**src/rtl/fruit_pkg.sv**
```systemverilog
// Shared types and constants for the fruit miss tracker: slot FSM states,
// screen geometry defaults and a popcount helper.
package fruit_pkg;

  typedef enum logic [1:0] {
    IDLE,
    FLYING,
    CUT,
    MISSED
  } slot_state_t;

  localparam int SCREEN_H    = 480;
  localparam int FLOOR_Y_DEF = 490;
  localparam int CNT_MAX_DEF = 255;
  localparam int Y_W         = 10;

  function automatic logic [31:0] popcount(input logic [31:0] v);
    logic [31:0] cnt;
    cnt = '0;
    for (int i = 0; i < 32; i++) begin
      cnt = cnt + 32'(v[i]);
    end
    return cnt;
  endfunction

endpackage

```
**src/rtl/fruit_miss_tracker_if.sv**
```systemverilog
// Fruit-slot inputs and miss-count outputs between the fruit block (master)
// and the miss tracker (slave).
interface fruit_miss_tracker_if #(
  parameter int F = 4
);
  logic             frame_clk_rising_edge;
  logic [F-1:0]     fruit_active;
  logic [F-1:0]     fruit_cut;
  logic [F*10-1:0]  fruit_y;
  logic [31:0]      miss_num;
  logic             miss_pulse;
  logic [F-1:0]     miss_vec;

  modport master (
    output frame_clk_rising_edge, fruit_active, fruit_cut, fruit_y,
    input  miss_num, miss_pulse, miss_vec
  );

  modport slave (
    input  frame_clk_rising_edge, fruit_active, fruit_cut, fruit_y,
    output miss_num, miss_pulse, miss_vec
  );
endinterface

```
**src/rtl/fruit_miss_tracker_slot_fsm.sv**
```systemverilog
// Per-slot lifecycle FSM. Flags new_miss combinationally in the frame-edge
// cycle where an uncut flying fruit first reaches the floor.
module miss_slot_fsm
  import fruit_pkg::*;
#(
  parameter int FLOOR_Y = FLOOR_Y_DEF
) (
  input  logic           Clk,
  input  logic           Reset_n,
  input  logic           Initialize,
  input  logic           frame_edge,
  input  logic           fruit_active,
  input  logic           fruit_cut,
  input  logic [Y_W-1:0] fruit_y,
  output logic           new_miss
);

  localparam logic [Y_W-1:0] FLOOR_LIM = Y_W'(FLOOR_Y);

  slot_state_t state_q, state_d;

  // NOTE: state and outputs get a default before the case so every path
  // assigns them; a missing branch would otherwise infer a latch.
  always_comb begin
    state_d  = state_q;
    new_miss = 1'b0;
    if (frame_edge) begin
      case (state_q)
        IDLE: begin
          // A fruit launched already below the floor is judged next frame.
          if (fruit_active) state_d = FLYING;
        end
        FLYING: begin
          if (fruit_cut) begin
            state_d = CUT;
          end else if (fruit_y >= FLOOR_LIM) begin
            state_d  = MISSED;
            new_miss = 1'b1;
          end else if (!fruit_active) begin
            state_d = IDLE;
          end
        end
        CUT, MISSED: begin
          if (!fruit_active) state_d = IDLE;
        end
        default: state_d = IDLE;
      endcase
    end
  end

  // NOTE: sequential state uses non-blocking assignments so every flop
  // samples pre-edge values regardless of block ordering.
  always_ff @(posedge Clk or negedge Reset_n) begin
    if (!Reset_n) begin
      state_q <= IDLE;
    end else if (Initialize) begin
      state_q <= IDLE;
    end else begin
      state_q <= state_d;
    end
  end

endmodule

```
**src/rtl/fruit_miss_tracker.sv**
```systemverilog
// Counts fruits that fall past the floor uncut: one FSM per slot feeding a
// popcount and a saturating cumulative miss counter sampled per frame.
module fruit_miss_tracker
  import fruit_pkg::*;
#(
  parameter int F       = 4,
  parameter int FLOOR_Y = FLOOR_Y_DEF,
  parameter int CNT_MAX = CNT_MAX_DEF
) (
  input  logic            Clk,
  input  logic            Reset_n,
  input  logic            Initialize,
  fruit_miss_tracker_if.slave bus
);

  localparam logic [31:0] CNT_LIM = 32'(CNT_MAX);

  logic [F-1:0] new_miss;
  logic [31:0]  new_count;
  logic [31:0]  sum;
  logic [31:0]  clamped;
  logic [31:0]  miss_num_q;
  logic         miss_pulse_q;
  logic [F-1:0] miss_vec_q;

  for (genvar g = 0; g < F; g++) begin : g_slot
    miss_slot_fsm #(
      .FLOOR_Y (FLOOR_Y)
    ) u_slot (
      .Clk          (Clk),
      .Reset_n      (Reset_n),
      .Initialize   (Initialize),
      .frame_edge   (bus.frame_clk_rising_edge),
      .fruit_active (bus.fruit_active[g]),
      .fruit_cut    (bus.fruit_cut[g]),
      .fruit_y      (bus.fruit_y[Y_W*g +: Y_W]),
      .new_miss     (new_miss[g])
    );
  end

  // Sum at full width first so the clamp never sees a wrapped value.
  always_comb begin
    new_count = popcount(32'(new_miss));
    sum       = miss_num_q + new_count;
    clamped   = (sum > CNT_LIM) ? CNT_LIM : sum;
  end

  // NOTE: Reset_n clears asynchronously; Initialize is the synchronous
  // new-game clear and outranks a coincident frame edge.
  always_ff @(posedge Clk or negedge Reset_n) begin
    if (!Reset_n) begin
      miss_num_q   <= '0;
      miss_pulse_q <= 1'b0;
      miss_vec_q   <= '0;
    end else if (Initialize) begin
      miss_num_q   <= '0;
      miss_pulse_q <= 1'b0;
      miss_vec_q   <= '0;
    end else begin
      miss_pulse_q <= 1'b0;
      if (bus.frame_clk_rising_edge) begin
        miss_num_q   <= clamped;
        miss_vec_q   <= new_miss;
        miss_pulse_q <= (new_count != 32'd0);
      end
    end
  end

  assign bus.miss_num   = miss_num_q;
  assign bus.miss_pulse = miss_pulse_q;
  assign bus.miss_vec   = miss_vec_q;

endmodule
```
**src/flat_wrapper.sv**
```systemverilog
// flat-port wrapper written by rule: the top's interface ports become plain ports
module fruit_miss_tracker_flat import fruit_pkg::*;
#(
  parameter int F       = 4,
  parameter int FLOOR_Y = FLOOR_Y_DEF,
  parameter int CNT_MAX = CNT_MAX_DEF
)
  (Clk, Reset_n, Initialize, bus_frame_clk_rising_edge, bus_fruit_active, bus_fruit_cut, bus_fruit_y, bus_miss_num, bus_miss_pulse, bus_miss_vec);
  fruit_miss_tracker_if #(.F(F)) bus_i ();
  input  logic Clk;
  input  logic Reset_n;
  input  logic Initialize;
  input wire logic [$bits(bus_i.frame_clk_rising_edge)-1:0] bus_frame_clk_rising_edge;
  input wire logic [$bits(bus_i.fruit_active)-1:0] bus_fruit_active;
  input wire logic [$bits(bus_i.fruit_cut)-1:0] bus_fruit_cut;
  input wire logic [$bits(bus_i.fruit_y)-1:0] bus_fruit_y;
  output wire logic [$bits(bus_i.miss_num)-1:0] bus_miss_num;
  output wire logic [$bits(bus_i.miss_pulse)-1:0] bus_miss_pulse;
  output wire logic [$bits(bus_i.miss_vec)-1:0] bus_miss_vec;
  assign bus_i.frame_clk_rising_edge = bus_frame_clk_rising_edge;
  assign bus_i.fruit_active = bus_fruit_active;
  assign bus_i.fruit_cut = bus_fruit_cut;
  assign bus_i.fruit_y = bus_fruit_y;
  assign bus_miss_num = bus_i.miss_num;
  assign bus_miss_pulse = bus_i.miss_pulse;
  assign bus_miss_vec = bus_i.miss_vec;
  fruit_miss_tracker #(.F(F), .FLOOR_Y(FLOOR_Y), .CNT_MAX(CNT_MAX)) u_core (.Clk(Clk), .Reset_n(Reset_n), .Initialize(Initialize), .bus(bus_i));
endmodule
```
**config.mk**
```make
export PLATFORM = sky130hd
export DESIGN_NAME = fruit_miss_tracker_flat
export DESIGN_NICKNAME = d
export VERILOG_FILES = /design/src/rtl/fruit_pkg.sv /design/src/rtl/fruit_miss_tracker_if.sv /design/src/rtl/fruit_miss_tracker_slot_fsm.sv /design/src/rtl/fruit_miss_tracker.sv /design/src/flat_wrapper.sv
export SDC_FILE = /design/constraint.sdc
export NUM_CORES = 1
export LEC_CHECK = 0
export BUFFER_PORTS_ARGS = -buffer_cell sky130_fd_sc_hd__buf_2
export CAP_MARGIN = 40
export CORE_MARGIN = 3
export CORE_UTILIZATION = 45
export DETAILED_ROUTE_END_ITERATION = 8
export GPL_ROUTABILITY_DRIVEN = 0
export GPL_TIMING_DRIVEN = 0
export PLACE_DENSITY = 0.79
export RECOVER_POWER = 100
export SYNTH_ARGS = -nofsm -noshare
export SYNTH_HDL_FRONTEND = slang
export SYNTH_SLANG_ARGS = --single-unit
```
**constraint.sdc**
```tcl
create_clock -name Clk -period 5 [get_ports Clk]
set_clock_uncertainty 0.15 [all_clocks]
set_input_delay 0.5 -clock Clk [delete_from_list [all_inputs] [get_ports Clk]]
set_output_delay 0.5 -clock Clk [all_outputs]
set_load 0.005 [all_outputs]
```
==> flow_metrics.env, run 1 <==
export IMPL_slowest_stage="or3_1"
export IMPL_place_ws_ns=-0.3719
export IMPL_seq_area_um2=1126
export IMPL_ys_flop_type="dfrtp_1"
export IMPL_diodes=0
export IMPL_core_um2=5991
export IMPL_layout_nets=462
export IMPL_grt_max_degree=24
export IMPL_dp_hpwl_mm=5.584
export IMPL_cts_buffer_depth=2
export IMPL_use_met2=0.3395
export IMPL_fin_hold_ws_ns=0.2876
export IMPL_ant_nets=0
export IMPL_fin_tns_setup_ns=0
export IMPL_die_width_um=84.92
export IMPL_area_delta_synth_final_pct=22.23
export IMPL_crit_family="simple AND/OR/NAND/NOR gates"
export IMPL_cp_max_fo=10
export IMPL_grt_pass1_vias=2638
export IMPL_synth_area_per_cell_um2=9.012
export IMPL_path_buf_inv=5
export IMPL_totalWireLength_mm=7.146
export IMPL_vias=2723
export IMPL_cts_sinks=45
export IMPL_grtUsageMet3=0.03981
export IMPL_synth_top_area_frac=0.4018
export IMPL_grt_antenna_before_repair=0
export IMPL_cts_root_buf="clkbuf_8"
export IMPL_ys_ff_latch=45
export IMPL_finalHoldViolations=0
export IMPL_detail_route_wl_per_cell_um=14.95
export IMPL_fin_crit_sh=0.9491
export IMPL_ys_seq_area_frac=0.4018
export IMPL_syn_nets=370
export IMPL_r2r_start="u_core.g_slot[0].u_slot.state_q[1]$_DFFE_PN0P_"
export IMPL_required_ns=5.03
export IMPL_synth_cell_types=55
export IMPL_fill_cells=529
export IMPL_slew_headroom=0.1801
export IMPL_cts_tree="built"
export IMPL_ys_warn_count=0
export IMPL_die_h_um=84.92
export IMPL_netlist_area_um2=2803
export IMPL_boundaryPins=89
export IMPL_busiest_layer="met2"
export IMPL_drc=0
export IMPL_grt_use_met1=0.2614
export IMPL_cts_made_buffers=5
export IMPL_initial_core_util=0.4678
export IMPL_initialDrtViolationCount=100
export IMPL_cp_common_cell="inv_1"
export IMPL_synth_area_leader_cell="dfrtp_1"
export IMPL_grt_overflow=0
export IMPL_synthTopCellsByArea="dfrtp_1, and2_1, a21oi_1"
export IMPL_grt_pass1_wl_mm=11.96
export IMPL_clkTransAtPathRegs_ns=0.08
export IMPL_power_leakage_uw=0.001649
export IMPL_rrSetupSlack_ns=0.42
export IMPL_criticalPathCategory="in -> reg"
export IMPL_slowest_delay_ns=0.48
export IMPL_drive_gt1_frac=0.2506
export IMPL_fmax_mhz=210.7
export IMPL_dieArea_um2=7211
export IMPL_holdBufCountCts=0
export IMPL_path_cells="clkbuf_2, inv_1, clkbuf_1, or3_1, fa_1, inv_1, ha_1, inv_1, fa_1, nor2b_2, o211ai_1, nor4_1, xnor2_1, o2111ai_2, nor3_4, a21oi_1, o211a_1"
export IMPL_power_density_nw_per_um2=195.9
export IMPL_end_kind="flop"
export IMPL_r2r_end="u_core.bus.miss_num[6]$_DFFE_PN0P_"
export IMPL_grtUsageTotal=0.2018
export IMPL_hp_class="in -> async"
export IMPL_vias_per_cell=5.697
export IMPL_multi_input_area_um2=1587
export IMPL_syn_inst=311
export IMPL_fin_ws_ns=0.2543
export IMPL_synth_edf_count=0
export IMPL_numPortBuffers=82
export IMPL_period_minus_slack_ns=4.746
export IMPL_clock_latency_ns=0.29
export IMPL_r2r_cells=16
export IMPL_status="complete, no violations"
export IMPL_row_count=28
export IMPL_synthArstFlopShare=1.000
export IMPL_worst_pin_slew_ns=1.230
export IMPL_maxSlewViolCount=0
export IMPL_max_cap_viol_count=0
export IMPL_start_kind="primary input"
export IMPL_cts_max_level=2
export IMPL_arrival_ns=4.77
export IMPL_setup_violations=0
export IMPL_drt_pass1_iterations=4
export IMPL_irDropWorstVdd_uv=149.8
[kinds of logic (layout without fill, tap and decap cells)]
logic type / after synthesis / count (layout) / synth area share
buffers and inverters: 31 / 123 / 0.04330
and+or+nand+nor: 140 / 140 / 0.2902
AOI/OAI and AO/OA: 78 / 78 / 0.1951
adders and majority gates: 7 / 7 / 0.03661
muxes: 3 / 3 / 0.01116
xor gates and xnor gates: 7 / 7 / 0.02188
DFF: 45 / 45 / 0.4018
[state kept, by name (all words and copies together) (netlist names)]
signal	count
u_core.bus.miss_vec	4
u_core.g_slot.u_slot.state_q	8
u_core.bus.miss_num	32
u_core.bus.miss_pulse	1
[where the power goes]
| part | internal, µW | leakage [µW] | switching (µW) | total [µW] |
|---|---|---|---|---|
| Clock | 110 | 0.0000443 | 113 | 222 |
| Combinational | 29.7 | 0.000981 | 42.4 | 72.2 |
| Sequential | 370 | 0.000623 | 6.86 | 377 |
| Total | 509 | 0.00165 | 162 | 671 |
[layout by cell type, fill, tap and decap left out, types with 3 or more instances in the layout]
master | Yosys | layout
a211o_1 | 3 | 3
a21oi_1 | 25 | 25
a311oi_1 | 4 | 4
a31oi_1 | 3 | 3
and2_0 | 0 | 12
and2_1 | 22 | 10
and3_1 | 5 | 5
and4_1 | 4 | 4
buf_2 | 0 | 67
buf_4 | 1 | 3
clkbuf_1 | 8 | 24
clkbuf_8 | 0 | 6
dfrtp_1 | 45 | 45
ha_1 | 5 | 5
inv_1 | 21 | 21
nand2_1 | 28 | 28
nand3_1 | 11 | 11
nand4_1 | 11 | 11
nand4_2 | 3 | 3
nor2_1 | 24 | 23
nor2b_1 | 4 | 3
nor3_1 | 5 | 5
nor4_1 | 6 | 4
o2111ai_1 | 6 | 6
o211a_1 | 3 | 3
o21a_1 | 4 | 4
o21ai_0 | 14 | 14
xnor2_1 | 3 | 3
xor2_1 | 4 | 4
[cells in the mapped netlist (3+ instances only)]
cell       number
a311oi_1        4
nor4_1          6
and3_1          5
nor2b_1         4
nand3_1        11
nor2_1         24
inv_1          21
a31oi_1         3
nand2_1        28
o211a_1         3
o21a_1          4
a211o_1         3
xor2_1          4
clkbuf_1        8
nor3_1          5
nand4_1        11
dfrtp_1        45
and4_1          4
and2_1         22
ha_1            5
nand4_2         3
xnor2_1         3
o21ai_0        14
o2111ai_1       6
a21oi_1        25
[layout make-up]
| class | instances | area share |
|---|---|---|
| buffer | 10 | 0.01278 |
| clock buffer | 7 | 0.02520 |
| inverter | 21 | 0.02301 |
| multi-input combinational | 235 | 0.4631 |
| sequential | 45 | 0.3287 |
| tap | 75 | 0.02739 |
| timing repair buffer | 85 | 0.1198 |
[how the worst max path moves through the flow]
stage	start	to	slack [ns]	cells past startpoint
6_report	bus_frame_clk_rising_edge	u_core.bus.miss_num[6]$_DFFE_PN0P_	0.25	17
5_1_grt	bus_frame_clk_rising_edge	u_core.bus.miss_num[4]$_DFFE_PN0P_	-0.001	17
4_1_cts	bus_frame_clk_rising_edge	u_core.bus.miss_num[4]$_DFFE_PN0P_	0.04	17
2_1_floorplan	bus_frame_clk_rising_edge	u_core.bus.miss_num[7]$_DFFE_PN0P_	0.39	17
3_3_place_gp	bus_frame_clk_rising_edge	u_core.bus.miss_num[6]$_DFFE_PN0P_	-0.29	17
3_5_place_dp	bus_frame_clk_rising_edge	u_core.bus.miss_num[4]$_DFFE_PN0P_	-0.37	17
[what timing repair did]
action	CTS	global route
buffers inserted	0	2
endpoints found under the setup margin	5	8
pin swaps	0	1
resized for setup	2	6
[layer usage]
metal	wire length, µm	part of all wire
met1	3080	0.43
met2	3589	0.50
met3	370	0.052
met4	106	0.015
met5	0	0
[worst register-to-register path, stage by stage (launching register included)]
cell and delay [ns]:
dfrtp_1 0.44, nor4_2 0.35, ha_1 0.30, inv_1 0.08, fa_1 0.39, inv_1 0.09
ha_1 0.18, inv_1 0.06, fa_1 0.43, nor2b_2 0.26, o211ai_1 0.22, nor4_1 0.39
xnor2_1 0.18, o2111ai_2 0.22, nor3_4 0.38, a21oi_1 0.12, o211a_1 0.22
[through the flow]
stage                     instances    util  total power (µW)  cell area [µm²]
after floorplan                 311       -             415.9             2803
after global placement          468  0.5520             451.0             3307
after detailed placement        469  0.5566             457.2             3334
after CTS                       476  0.5723             681.2             3428
after global routing            478  0.5718             706.5             3426
final                           478  0.5718             671.1             3426
Power figures use the tool's default switching activity.
==> run 2, diff against run 1 <==
--- a/config.mk
+++ b/config.mk
@@ -14,3 +14,3 @@
 export GPL_TIMING_DRIVEN = 0
-export PLACE_DENSITY = 0.79
+export PLACE_DENSITY = 0.7
 export RECOVER_POWER = 100
==> constraint.sdc (replaced) <==
create_clock -name Clk -period 5 [get_ports Clk]
set_clock_uncertainty 0.15 [all_clocks]
set_input_delay 0.25 -clock Clk [delete_from_list [all_inputs] [get_ports Clk]]
set_output_delay 0.25 -clock Clk [all_outputs]
set_load 0.005 [all_outputs]
==> run 2 against run 1 <==
First-iteration DRC count increased by 44%. Largest cell class unchanged. Sequential cell count unchanged. Wire length decreased by 1.5%. Clock power increased by 2%. Critical path type unchanged. Total power increased by 0.33%. Critical endpoint unchanged. Sequential power about the same. Cell count decreased by 0.21%.
==> flow_metrics.env, run 2 (synthesized netlist as in run 1, its figures left out) <==
export IMPL_status="complete, no violations"
export IMPL_area_delta_synth_final_pct=21.47
export IMPL_initial_core_util=0.4678
export IMPL_grt_overflow=0
export IMPL_cts_max_level=2
export IMPL_dp_cells=469
export IMPL_cts_root_buf="clkbuf_8"
export IMPL_boundaryPins=89
export IMPL_die_width_um=84.92
export IMPL_rrSetupSlack_ns=0.35
export IMPL_core_um2=5991
export IMPL_holdPathEnd="u_core.g_slot[1].u_slot.state_q[1]$_DFFE_PN0P_"
export IMPL_maxSlewViolCount=0
export IMPL_irDropWorstVdd_uv=108.4
export IMPL_required_ns=5.03
export IMPL_arrival_ns=4.76
export IMPL_totalWireLength_mm=7.038
export IMPL_grt_pass1_wl_mm=11.83
export IMPL_power_uw=673.4
export IMPL_use_met2=0.3210
export IMPL_grt_max_degree=30
export IMPL_ant_nets=0
export IMPL_cts_made_buffers=5
export IMPL_slew_headroom=0.01523
export IMPL_vias_per_cell=5.574
export IMPL_cp_max_fo=10
export IMPL_power_density_nw_per_um2=197.8
export IMPL_largest_register_ffs=32
export IMPL_place_area_um2=3327
export IMPL_die_h_um=84.92
export IMPL_power_leakage_uw=0.001649
export IMPL_r2r_cells=16
export IMPL_drive_gt1_frac=0.2438
export IMPL_layout_nets=461
export IMPL_hold_depth=2
export IMPL_rsz0062_at_grt="false"
export IMPL_hp_class="in -> reg"
export IMPL_start_kind="primary input"
export IMPL_diodes=0
export IMPL_r2r_start="u_core.g_slot[1].u_slot.state_q[1]$_DFFE_PN0P_"
export IMPL_initialDrtViolationCount=144
export IMPL_final_util=0.5683
export IMPL_worst_pin_slew_ns=1.477
export IMPL_hold_start="bus_fruit_active[1]"
export IMPL_grt_antenna_before_repair=0
export IMPL_end_kind="flop"
export IMPL_busiest_layer="met2"
export IMPL_grt_use_met1=0.2862
export IMPL_max_cap_viol_count=0
export IMPL_row_count=28
export IMPL_stdcell_area_um2=3405
export IMPL_fin_crit_sh=0.9442
export IMPL_drc=0
export IMPL_detail_route_wl_per_cell_um=14.75
export IMPL_dieArea_um2=7211
export IMPL_grt_pass1_vias=2495
export IMPL_finalHoldViolations=0
export IMPL_numPortBuffers=82
export IMPL_grtUsageTotal=0.1998
export IMPL_fmax_mhz=211.8
export IMPL_vias=2659
export IMPL_cts_tree="built"
export IMPL_cts_buffer_depth=2
export IMPL_dp_hpwl_mm=5.403
export IMPL_r2r_end="u_core.bus.miss_num[6]$_DFFE_PN0P_"
export IMPL_clkTransAtPathRegs_ns=0.08
export IMPL_post_cts_buffers=0
export IMPL_fin_cells=477
export IMPL_clock_latency_ns=0.29
export IMPL_cts_sinks=45
export IMPL_final_common_cell="buf_2"
export IMPL_mostFrequentLayoutCells="buf_2, dfrtp_1, nand2_1"
export IMPL_criticalPathCategory="in -> reg"
export IMPL_grtUsageMet3=0.02621
export IMPL_setup_violations=0
export IMPL_fin_hold_ws_ns=0.1118
export IMPL_drt_pass1_iterations=4
export IMPL_period_minus_slack_ns=4.721
## run 2: cell type report
class / instances / area (µm²)
fill: 570 / 2586
multi-input combinational: 235 / 1569
sequential: 45 / 1126
timing repair buffer: 84 / 407.9
tap: 75 / 93.84
clock buffer: 7 / 86.33
inverter: 21 / 78.83
buffer: 10 / 42.54
## run 2: report_power, final
part	leakage [µW]	total, µW	internal [µW]	switching [µW]
registers	0.000623	376	370	6.25
logic	0.000982	70.8	29.6	41.2
clock network	0.0000443	227	110	117
total	0.00165	673	509	164
## run 2: routing by layer
layer,vias up,routed length (µm),part of all wire
met5,-,0,0
met4,0,80,0.011
met3,7,281,0.040
met2,65,3356,0.48
met1,1261,3319,0.47
li1,1326,-,-
## run 2: stage by stage
stage	TNS [ns]	worst slack [ns]
CTS	0	0.1210
global placement	-0.4157	-0.1004
detailed placement	-0.5972	-0.1430
finish	0	0.2791
floorplan	0	0.6389
global route	0	0.009430
## run 2: worst max-delay path: stages
cell,delay (ns)
clkbuf_1,0.33
inv_1,0.19
clkbuf_1,0.27
or3_1,0.48
fa_1,0.45
inv_1,0.10
ha_1,0.18
inv_1,0.06
fa_1,0.42
nor2b_2,0.26
o211ai_1,0.22
nor4_1,0.40
xnor2_1,0.18
o2111ai_2,0.23
nor3_4,0.40
a21oi_1,0.12
o211a_1,0.22
## run 2: worst max-delay path by stage
stage | from | end | slack [ns] | depth (start not counted)
2_1_floorplan | bus_frame_clk_rising_edge | u_core.bus.miss_num[7]$_DFFE_PN0P_ | 0.64 | 17
3_3_place_gp | bus_frame_clk_rising_edge | u_core.bus.miss_num[6]$_DFFE_PN0P_ | -0.10 | 17
3_5_place_dp | bus_frame_clk_rising_edge | u_core.bus.miss_num[6]$_DFFE_PN0P_ | -0.14 | 17
4_1_cts | u_core.g_slot[1].u_slot.state_q[1]$_DFFE_PN0P_ | u_core.bus.miss_num[6]$_DFFE_PN0P_ | 0.12 | 16
5_1_grt | bus_frame_clk_rising_edge | u_core.bus.miss_num[6]$_DFFE_PN0P_ | 0.009 | 17
6_report | bus_frame_clk_rising_edge | u_core.bus.miss_num[6]$_DFFE_PN0P_ | 0.28 | 17
## run 2: repair_timing
item / in CTS / in global routing
setup endpoints to repair: 0 / 8
gates resized for setup: 0 / 3
hold buffers: 1 / 0
hold endpoints to repair: 16 / 0
